==> config.mk <==
export PLATFORM = sky130hd
export DESIGN_NAME = spi_cmd_decoder
export DESIGN_NICKNAME = d
export VERILOG_FILES = /design/src/rtl/spi_cmd_decoder.sv
export SDC_FILE = /design/constraint.sdc
export NUM_CORES = 1
export LEC_CHECK = 0
export CORE_MARGIN = 3
export CORE_UTILIZATION = 51
export CTS_BUF_LIST = sky130_fd_sc_hd__clkbuf_16
export CTS_CLUSTER_DIAMETER = 50
export DETAILED_ROUTE_END_ITERATION = 6
export PLACE_DENSITY = 0.88
export SYNTH_ARGS = -nofsm -noshare
export SYNTH_HDL_FRONTEND = slang
export SYNTH_SLANG_ARGS = --single-unit
==> constraint.sdc <==
create_clock -name clk_i -period 2.4 [get_ports clk_i]
set_clock_uncertainty 0.15 [all_clocks]
set_input_delay 0.48 -clock clk_i [delete_from_list [all_inputs] [get_ports clk_i]]
set_output_delay 0.48 -clock clk_i [all_outputs]
set_load 0.02 [all_outputs]
==> src/rtl/spi_cmd_decoder.sv <==
// spi_cmd_decoder: decodes SPI command bytes into frame RAM writes, frame length and refresh requests.
// Optional status readback (opcode 0x0F) is built when SPI_CMD_READBACK_EN is defined.
module spi_cmd_decoder #(
   parameter int ADDR_WIDTH = 10
) (
   input  logic                  clk_i,
   input  logic                  rst_i,
   input  logic                  spi_cs_n_i,
   input  logic                  spi_byte_vld_i,
   input  logic [7:0]            spi_byte_data_i,
   output logic [7:0]            spi_byte_data_o,
   input  logic                  frame_busy_i,
   output logic                  ram_wr_en_o,
   output logic [ADDR_WIDTH-1:0] ram_wr_addr_o,
   output logic [7:0]            ram_wr_data_o,
   output logic [15:0]           frame_len_o,
   output logic                  frame_start_o
);
   typedef enum logic [2:0] {IDLE, ADDR_H, ADDR_L, LEN_H, LEN_L, WR_DATA, DISCARD, STATUS} state_t;
   state_t state, state_d;
   logic [1:0] cs_ff;
   logic cs_sync, take;
   logic [7:0] hi;
   logic [15:0] hi_lo;
   logic [ADDR_WIDTH-1:0] wr_ptr;
   assign cs_sync = cs_ff[1];
   assign take = spi_byte_vld_i && !cs_sync;
   assign hi_lo = {hi, spi_byte_data_i};
   // cs_n powers up deasserted so the decoder sits in IDLE until the master selects it
   always_ff @(posedge clk_i or posedge rst_i)
      if (rst_i) cs_ff <= 2'b11;
      else cs_ff <= {cs_ff[0], spi_cs_n_i};
   always_ff @(posedge clk_i or posedge rst_i)
      if (rst_i) state <= IDLE;
      else state <= state_d;
   always_comb begin
      state_d = state;
      if (cs_sync) state_d = IDLE;
      else if (spi_byte_vld_i)
         case (state)
            IDLE:
               case (spi_byte_data_i)
                  8'h00: state_d = IDLE;
                  8'h2A: state_d = ADDR_H;
                  8'h3A: state_d = LEN_H;
                  8'h2C: state_d = WR_DATA;
                  8'h29: state_d = DISCARD;
`ifdef SPI_CMD_READBACK_EN
                  8'h0F: state_d = STATUS;
`endif
                  default: state_d = DISCARD;
               endcase
            ADDR_H: state_d = ADDR_L;
            LEN_H: state_d = LEN_L;
            ADDR_L, LEN_L, STATUS: state_d = DISCARD;
            default: state_d = state;
         endcase
   end
   always_ff @(posedge clk_i or posedge rst_i)
      if (rst_i) begin
         hi <= 8'h00;
         wr_ptr <= '0;
         ram_wr_en_o <= 1'b0;
         ram_wr_addr_o <= '0;
         ram_wr_data_o <= 8'h00;
         frame_len_o <= 16'h0000;
         frame_start_o <= 1'b0;
      end else begin
         ram_wr_en_o <= take && state == WR_DATA;
         frame_start_o <= take && state == IDLE && spi_byte_data_i == 8'h29;
         if (take && (state == ADDR_H || state == LEN_H)) hi <= spi_byte_data_i;
         if (take && state == ADDR_L) wr_ptr <= hi_lo[ADDR_WIDTH-1:0];
         if (take && state == LEN_L) frame_len_o <= hi_lo;
         if (take && state == WR_DATA) begin
            ram_wr_addr_o <= wr_ptr;
            ram_wr_data_o <= spi_byte_data_i;
            wr_ptr <= wr_ptr + 1'b1;
         end
      end
`ifdef SPI_CMD_READBACK_EN
   logic wrap_flag, badcmd_flag, flag_clr, wrap_hit, bad_hit;
   logic [7:0] rb;
   assign flag_clr = take && state == STATUS;
   assign wrap_hit = take && state == WR_DATA && &wr_ptr;
   assign bad_hit = take && state == IDLE && state_d == DISCARD && spi_byte_data_i != 8'h29;
   // status snapshot is taken on the 0x0F byte and held only while still in STATUS
   always_ff @(posedge clk_i or posedge rst_i)
      if (rst_i) begin
         wrap_flag <= 1'b0;
         badcmd_flag <= 1'b0;
         rb <= 8'h00;
      end else begin
         wrap_flag <= (wrap_flag || wrap_hit) && !flag_clr;
         badcmd_flag <= (badcmd_flag || bad_hit) && !flag_clr;
         rb <= (take && state == IDLE && spi_byte_data_i == 8'h0F) ?
               {frame_busy_i, wrap_flag, badcmd_flag, 5'b0} : (state_d == STATUS ? rb : 8'h00);
      end
   assign spi_byte_data_o = rb;
`else
   logic unused_busy;
   assign unused_busy = frame_busy_i;
   assign spi_byte_data_o = 8'h00;
`endif
endmodule

==> impl_metrics.py, run 1 <==
metrics = {
    "logic_synthesis": {
        "ys_warn_count": 0,
        "syn_inst": 245,
        "avgSynthCellArea_um2": 11.0,
        "yosys.area.top_type": "dfrtp_1",
        "synthArstFlopShare": 1.00,
        "synth-seq-cells": 59,
        "synth.distinct_cells": 51,
        "synthTopCellsByArea": "dfrtp_1 (53%), mux2_2 (9.6%), nand2_1 (8.4%), buf_4 (3.1%), dfstp_2 (2.0%)",
        "synthesis.area_mm2": 0.00269,
        "synth_enable_flop_cells": 0,
        "seq_area_frac_synth": 0.550,
        "synth_top_area_share": 0.530,
        "synth_ff_type": "dfrtp_1",
    },
    "detailed_routing": {
        "drc": 0,
        "first_pass_iters": 4,
        "drt.antenna.violating_nets": 0,
        "drtIter0Drc": 179,
        "met3WireLength_um": 448,
        "wl_met1_um": 2550,
        "drt-total-wl_um": 6140,
        "top_layer": "met4",
        "met2_length_um": 2970,
        "num_vias": 2098,
        "via_per_inst": 5.54,
        "wl_per_cell_um": 16.2,
    },
    "power_and_ir_drop": {
        "power_density_mw_per_mm2": 816,
        "worst_ir_drop_vdd_mv": 0.610,
        "fin_total_pwr_uw": 2970,
        "leakage_uw": 0.00170,
    },
    "sta": {
        "fin_tns_setup_ns": 0,
        "rsz0062_at_grt": "no",
        "hold_viol_final": 0,
        "maxClockFrequency_mhz": 495,
        "min_period_over_period": 0.842,
        "tightest_slew_ns": 0.582,
        "fin_crit_ns": 2.02,
        "slew_headroom": 0.612,
        "fin_ws_ns": 0.379,
        "drv_slew": 0,
        "setup_violations": 0,
    },
    "floorplanning": {
        "dieArea_mm2": 0.00619,
        "io_pins": 57,
        "start_util": 0.548,
        "die_y_um": 78.6,
        "coreArea_mm2": 0.00491,
        "die_w_um": 78.6,
        "placementRows": 25,
    },
    "global_routing": {
        "grt_max_degree": 27,
        "grt_first_pass_wirelength_um": 10300,
        "antenna_found_initial": 0,
        "grt-ovfl-total": 0,
        "grt_pass1_vias": 2092,
        "track_usage": 0.223,
    },
    "finish": {
        "diodes": 0,
        "final_cells": 379,
        "mostFrequentLayoutCells": "nand2_1 (60), dfrtp_1 (57), clkdlybuf4s50_1 (47)",
        "area_delta_synth_final_pct": 35.1,
        "nets": 321,
        "final_common_cell": "nand2_1",
        "design_area_mm2": 0.00364,
        "drive_above_1_share": 0.208,
    },
    "flow_run": {
        "cap_violations": 0,
    },
    "clock_tree": {
        "cts_resized": 0,
        "cts-root-buf": "clkbuf_16",
        "clock-sinks": 59,
        "cts_buffer_depth": 2,
        "cts_made_buffers": 9,
        "clk_pin_slew_ns": 0.05,
        "clock_latency_ns": 0.33,
        "htreeDepth": 3,
        "cts-hold-fix-buffers": 0,
        "cts_tree": "built",
        "post_cts_buffers": 0,
    },
    "placement": {
        "place.gp.congestion": 0.907,
        "dp_slack_ns": 0.0639,
        "dpl_cell_area_mm2": 0.00330,
        "dp_hpwl_um": 4110,
        "placedCellCount": 363,
        "io_buffer_count": 47,
    },
    "setup_path": {
        "criticalPathCategory": "primary input to register",
        "arrival_ns": 2.08,
        "critical_path_required_ns": 2.46,
        "path_max_fanout": 7,
        "reg2reg_slack_ns": 0.41,
        "cp-start-kind": "primary input",
        "end_kind": "register",
    },
    "run_status": {
        "status": "finished clean",
    },
    "min_path": {
        "min_path_type": "register to register",
    },
}
-- critical path, cell delays in order --
cell and delay (ns):
clkdlybuf4s50_1 0.55, and4bb_4 0.31, a22oi_1 0.21, o21bai_1 0.23, a221o_1 0.30
-- cells in the mapped netlist (2+ instances only) --
master,count
nand2_1,60
dfrtp_1,57
mux2_2,23
buf_4,11
nor2_1,8
nor3_1,5
a21oi_1,4
a221o_1,4
buf_2,4
clkbuf_1,4
nand2b_1,4
nand3_1,4
o21ai_0,4
a21o_1,3
and3_1,3
inv_1,3
a22oi_1,2
a311oi_1,2
a41oi_1,2
dfstp_2,2
mux2_1,2
nand4_1,2
nor2b_1,2
o21bai_1,2
o311ai_0,2
-- where the power goes --
part	leakage, µW	internal, µW	switching (µW)
Clock	0.000155	1010	439
Combinational	0.000764	176	184
Sequential	0.000780	1080	80.8
Total	0.00170	2260	703
-- final timing paths --
kind,startpoint,end,cells after the start
max in group asynchronous,rst_i,cs_ff[1],3
min in group asynchronous,rst_i,ram_wr_data_o[1],2
worst max register to register,cs_ff[1],wr_ptr[2],4
worst min register to register,cs_ff[0],cs_ff[1],0
worst min-delay path,cs_ff[0],cs_ff[1],0
worst max-delay path,spi_byte_vld_i,wr_ptr[2],5
-- layout make-up --
class / instances / area, µm²
clock buffers: 9 / 225
clock inverters: 7 / 116
fillers: 341 / 1270
inverters: 4 / 15.0
multi-input cells: 169 / 1090
flip-flops and latches: 59 / 1480
well taps: 67 / 83.8
repair buffers: 64 / 623
-- logic make-up (layout without fill, tap and decap cells) --
family / after synthesis / in the layout / synth area share
xor+xnor: 1 / 1 / 0.00325
flops: 59 / 59 / 0.550
other cells: 1 / 8 / 0.00139
simple gates: 101 / 101 / 0.191
mux: 25 / 25 / 0.105
compound gates: 33 / 33 / 0.0921
fa+ha+maj: 1 / 1 / 0.00465
buf+inv: 24 / 84 / 0.0535
-- stage by stage --
stage / hold WS [ns] / utilization
floorplan: 0.195 / -
global placement: 0.202 / 0.671
detailed placement: 0.199 / 0.671
CTS: 0.208 / 0.741
global route: 0.214 / 0.741
finish: 0.206 / 0.741
-- registers in the layout, summed over array words and instances (netlist names) --
register / flops
cs_ff: 2
frame_len_o: 16
frame_start_o: 1
hi: 8
ram_wr_addr_o: 10
ram_wr_data_o: 8
ram_wr_en_o: 1
state: 3
wr_ptr: 10
-- routing by layer --
layer / up-vias / track usage
met5: - / 0
met4: 0 / 0.114
met3: 18 / 0.0688
met2: 106 / 0.343
met1: 998 / 0.284
li1: 976 / -
Note: power is estimated with default switching activity, not from simulation.
==> run 2, diff against run 1 <==
--- a/config.mk
+++ b/config.mk
@@ -6,11 +6,11 @@
 export NUM_CORES = 1
 export LEC_CHECK = 0
 export CORE_MARGIN = 3
-export CORE_UTILIZATION = 51
+export CORE_UTILIZATION = 46
 export CTS_BUF_LIST = sky130_fd_sc_hd__clkbuf_16
 export CTS_CLUSTER_DIAMETER = 50
 export DETAILED_ROUTE_END_ITERATION = 6
-export PLACE_DENSITY = 0.88
+export PLACE_DENSITY = 0.84
 export SYNTH_ARGS = -nofsm -noshare
 export SYNTH_HDL_FRONTEND = slang
 export SYNTH_SLANG_ARGS = --single-unit
==> constraint.sdc (replaced) <==
create_clock -name clk_i -period 1.65 [get_ports clk_i]
set_clock_uncertainty 0.15 [all_clocks]
set_input_delay 0.33 -clock clk_i [delete_from_list [all_inputs] [get_ports clk_i]]
set_output_delay 0.33 -clock clk_i [all_outputs]
set_load 0.02 [all_outputs]
==> run 2 against run 1 <==
The flow now finishes with violations (setup timing). Worst hold slack lost 0.0011 ns. Global-route usage shrank 0.63 points. Clock-buffer cell count is the same. Worst setup slack lost 0.44 ns. Die area grew 10%. Flip-flop and latch count is the same. Sequential share of layout area shrank 1.7 points. Critical path type is now register to register.
==> impl_metrics.py, run 2 (synthesized netlist as in run 1, its figures left out) <==
metrics = {
    "detailed_routing": {
        "num_vias": 2159,
        "via_per_inst": 5.28,
        "drt.antenna.violating_nets": 0,
        "drt-total-wl_um": 6670,
        "drtIter0Drc": 215,
        "drc": 0,
        "wl_per_cell_um": 16.3,
        "first_pass_iters": 4,
    },
    "sta": {
        "fin_crit_ns": 1.71,
        "maxClockFrequency_mhz": 585,
        "fin_tns_setup_ns": -0.234,
        "fin_ws_ns": -0.0598,
        "rsz0062_at_grt": "yes",
        "setup_violations": 6,
        "drv_slew": 0,
        "min_period_over_period": 1.04,
        "hold_ws_ns": 0.205,
        "hold_viol_final": 0,
    },
    "clock_tree": {
        "cts_tree": "built",
        "htreeDepth": 3,
        "cts_made_buffers": 9,
        "clk_pin_slew_ns": 0.05,
        "cts-root-buf": "clkbuf_16",
        "clock_latency_ns": 0.32,
        "cts-hold-fix-buffers": 0,
        "cts_buffer_depth": 2,
        "clock-sinks": 59,
    },
    "finish": {
        "nFillCells": 432,
        "nets": 346,
        "reg.largest.list": "frame_len_o x16, ram_wr_addr_o x10, wr_ptr x10",
        "regMostFlops": "frame_len_o",
        "mostFrequentLayoutCells": "nand2_1 (58), dfrtp_1 (56), dlygate4sd2_1 (38)",
        "largest_register_ffs": 16,
        "multiInputGateArea_mm2": 0.00114,
        "drive_above_1_share": 0.288,
        "register_area_mm2": 0.00148,
        "final_common_cell": "nand2_1",
        "area_delta_synth_final_pct": 41.2,
        "final_cells": 409,
        "diodes": 0,
    },
    "floorplanning": {
        "io_pins": 57,
        "die_w_um": 82.5,
        "placementRows": 27,
        "die_y_um": 82.5,
        "dieArea_mm2": 0.00680,
        "start_util": 0.483,
        "coreArea_mm2": 0.00557,
    },
    "min_path": {
        "hold_end": "cs_ff[1]",
        "min_path_type": "register to register",
        "min-delay-start": "cs_ff[0]",
        "whs_path_depth": 0,
    },
    "global_routing": {
        "grt_first_pass_wirelength_um": 10800,
        "antenna_found_initial": 0,
        "grt_max_degree": 60,
        "track_usage": 0.217,
        "grt_pass1_vias": 2170,
        "grt-ovfl-total": 0,
    },
    "setup_path": {
        "worstReg2RegEnd": "wr_ptr[3]",
        "critical_path_required_ns": 1.76,
        "reg2reg_slack_ns": -0.06,
        "r2r-start": "state[1]",
        "arrival_ns": 1.82,
        "ff2ff_path_depth": 5,
        "path_max_fanout": 8,
        "criticalPathCategory": "register to register",
        "cp-start-kind": "register",
        "end_kind": "register",
    },
    "run_status": {
        "violations": "setup timing",
        "status": "complete, but fails checks",
    },
    "placement": {
        "io_buffer_count": 47,
        "dp_hpwl_um": 4330,
        "place.gp.congestion": 0.959,
        "placedCellCount": 386,
    },
    "power_and_ir_drop": {
        "worst_ir_drop_vdd_mv": 0.645,
        "leakage_uw": 0.00198,
        "power_density_mw_per_mm2": 1010,
    },
    "flow_run": {
        "cap_violations": 0,
    },
}
-- run 2: cell types whose count changed in the layout (fill, tap and decap cells not counted), moves of 3 or more --
cell and change:
clkdlybuf4s50_1 -38, dlygate4sd2_1 +38, buf_4 +17, buf_6 +4, buf_12 +3, bufinv_16 -3
inv_1 +3
-- run 2: cell type report --
class	instances	area share
sequential	59	0.389
clock buffer	9	0.0592
multi-input combinational	169	0.300
tap	72	0.0237
timing repair buffer	89	0.214
clock inverter	7	0.00757
inverter	4	0.00625
-- run 2: worst max path at each step --
stage,start,endpoint,slack (ns),cells past startpoint
finish,state[1],wr_ptr[3],-0.06,5
detailed placement,spi_byte_vld_i,wr_ptr[8],-0.45,5
CTS,cs_ff[1],wr_ptr[6],-0.04,5
global placement,spi_byte_vld_i,wr_ptr[8],-0.36,5
floorplan,cs_ff[1],frame_len_o[3],-0.06,5
global route,state[1],wr_ptr[3],-0.11,5
-- run 2: worst max-delay path: stages (launching register included) --
cell and delay [ns]:
dfrtp_1 0.41, and4bb_4 0.41, nand2_4 0.10, buf_12 0.15, nor3_1 0.26, a221o_1 0.16
-- run 2: power breakdown --
part / total (µW) / internal (µW) / switching (µW)
registers: 1670 / 1570 / 102
logic: 582 / 269 / 313
clock network: 1580 / 979 / 602
-- run 2: metrics by stage --
stage               power, µW  area [µm²]  utilization  setup WS [ns]
global placement         2260        3490        0.627         -0.361
finish                   3840        3800        0.682        -0.0598
CTS                      3830        3750        0.672        -0.0406
floorplan                2000        2750            -        -0.0615
global route             4000        3800        0.682         -0.112
detailed placement       2280        3490        0.627         -0.452
-- run 2: per-layer routing --
metal  up-vias  share of wire  global-route usage
met5         -              0                   0
met1      1039           0.43               0.289
met3        11          0.062              0.0477
met2        89           0.49               0.333
li1       1020              -                   -
met4         0          0.021               0.111
-- run 2: repair_timing --
action,CTS,global route
buffers inserted,4,2
pin swaps,5,3
gates resized for setup,45,10
setup endpoints to repair,48,27
cloned,0,1
hold endpoints to repair,0,0
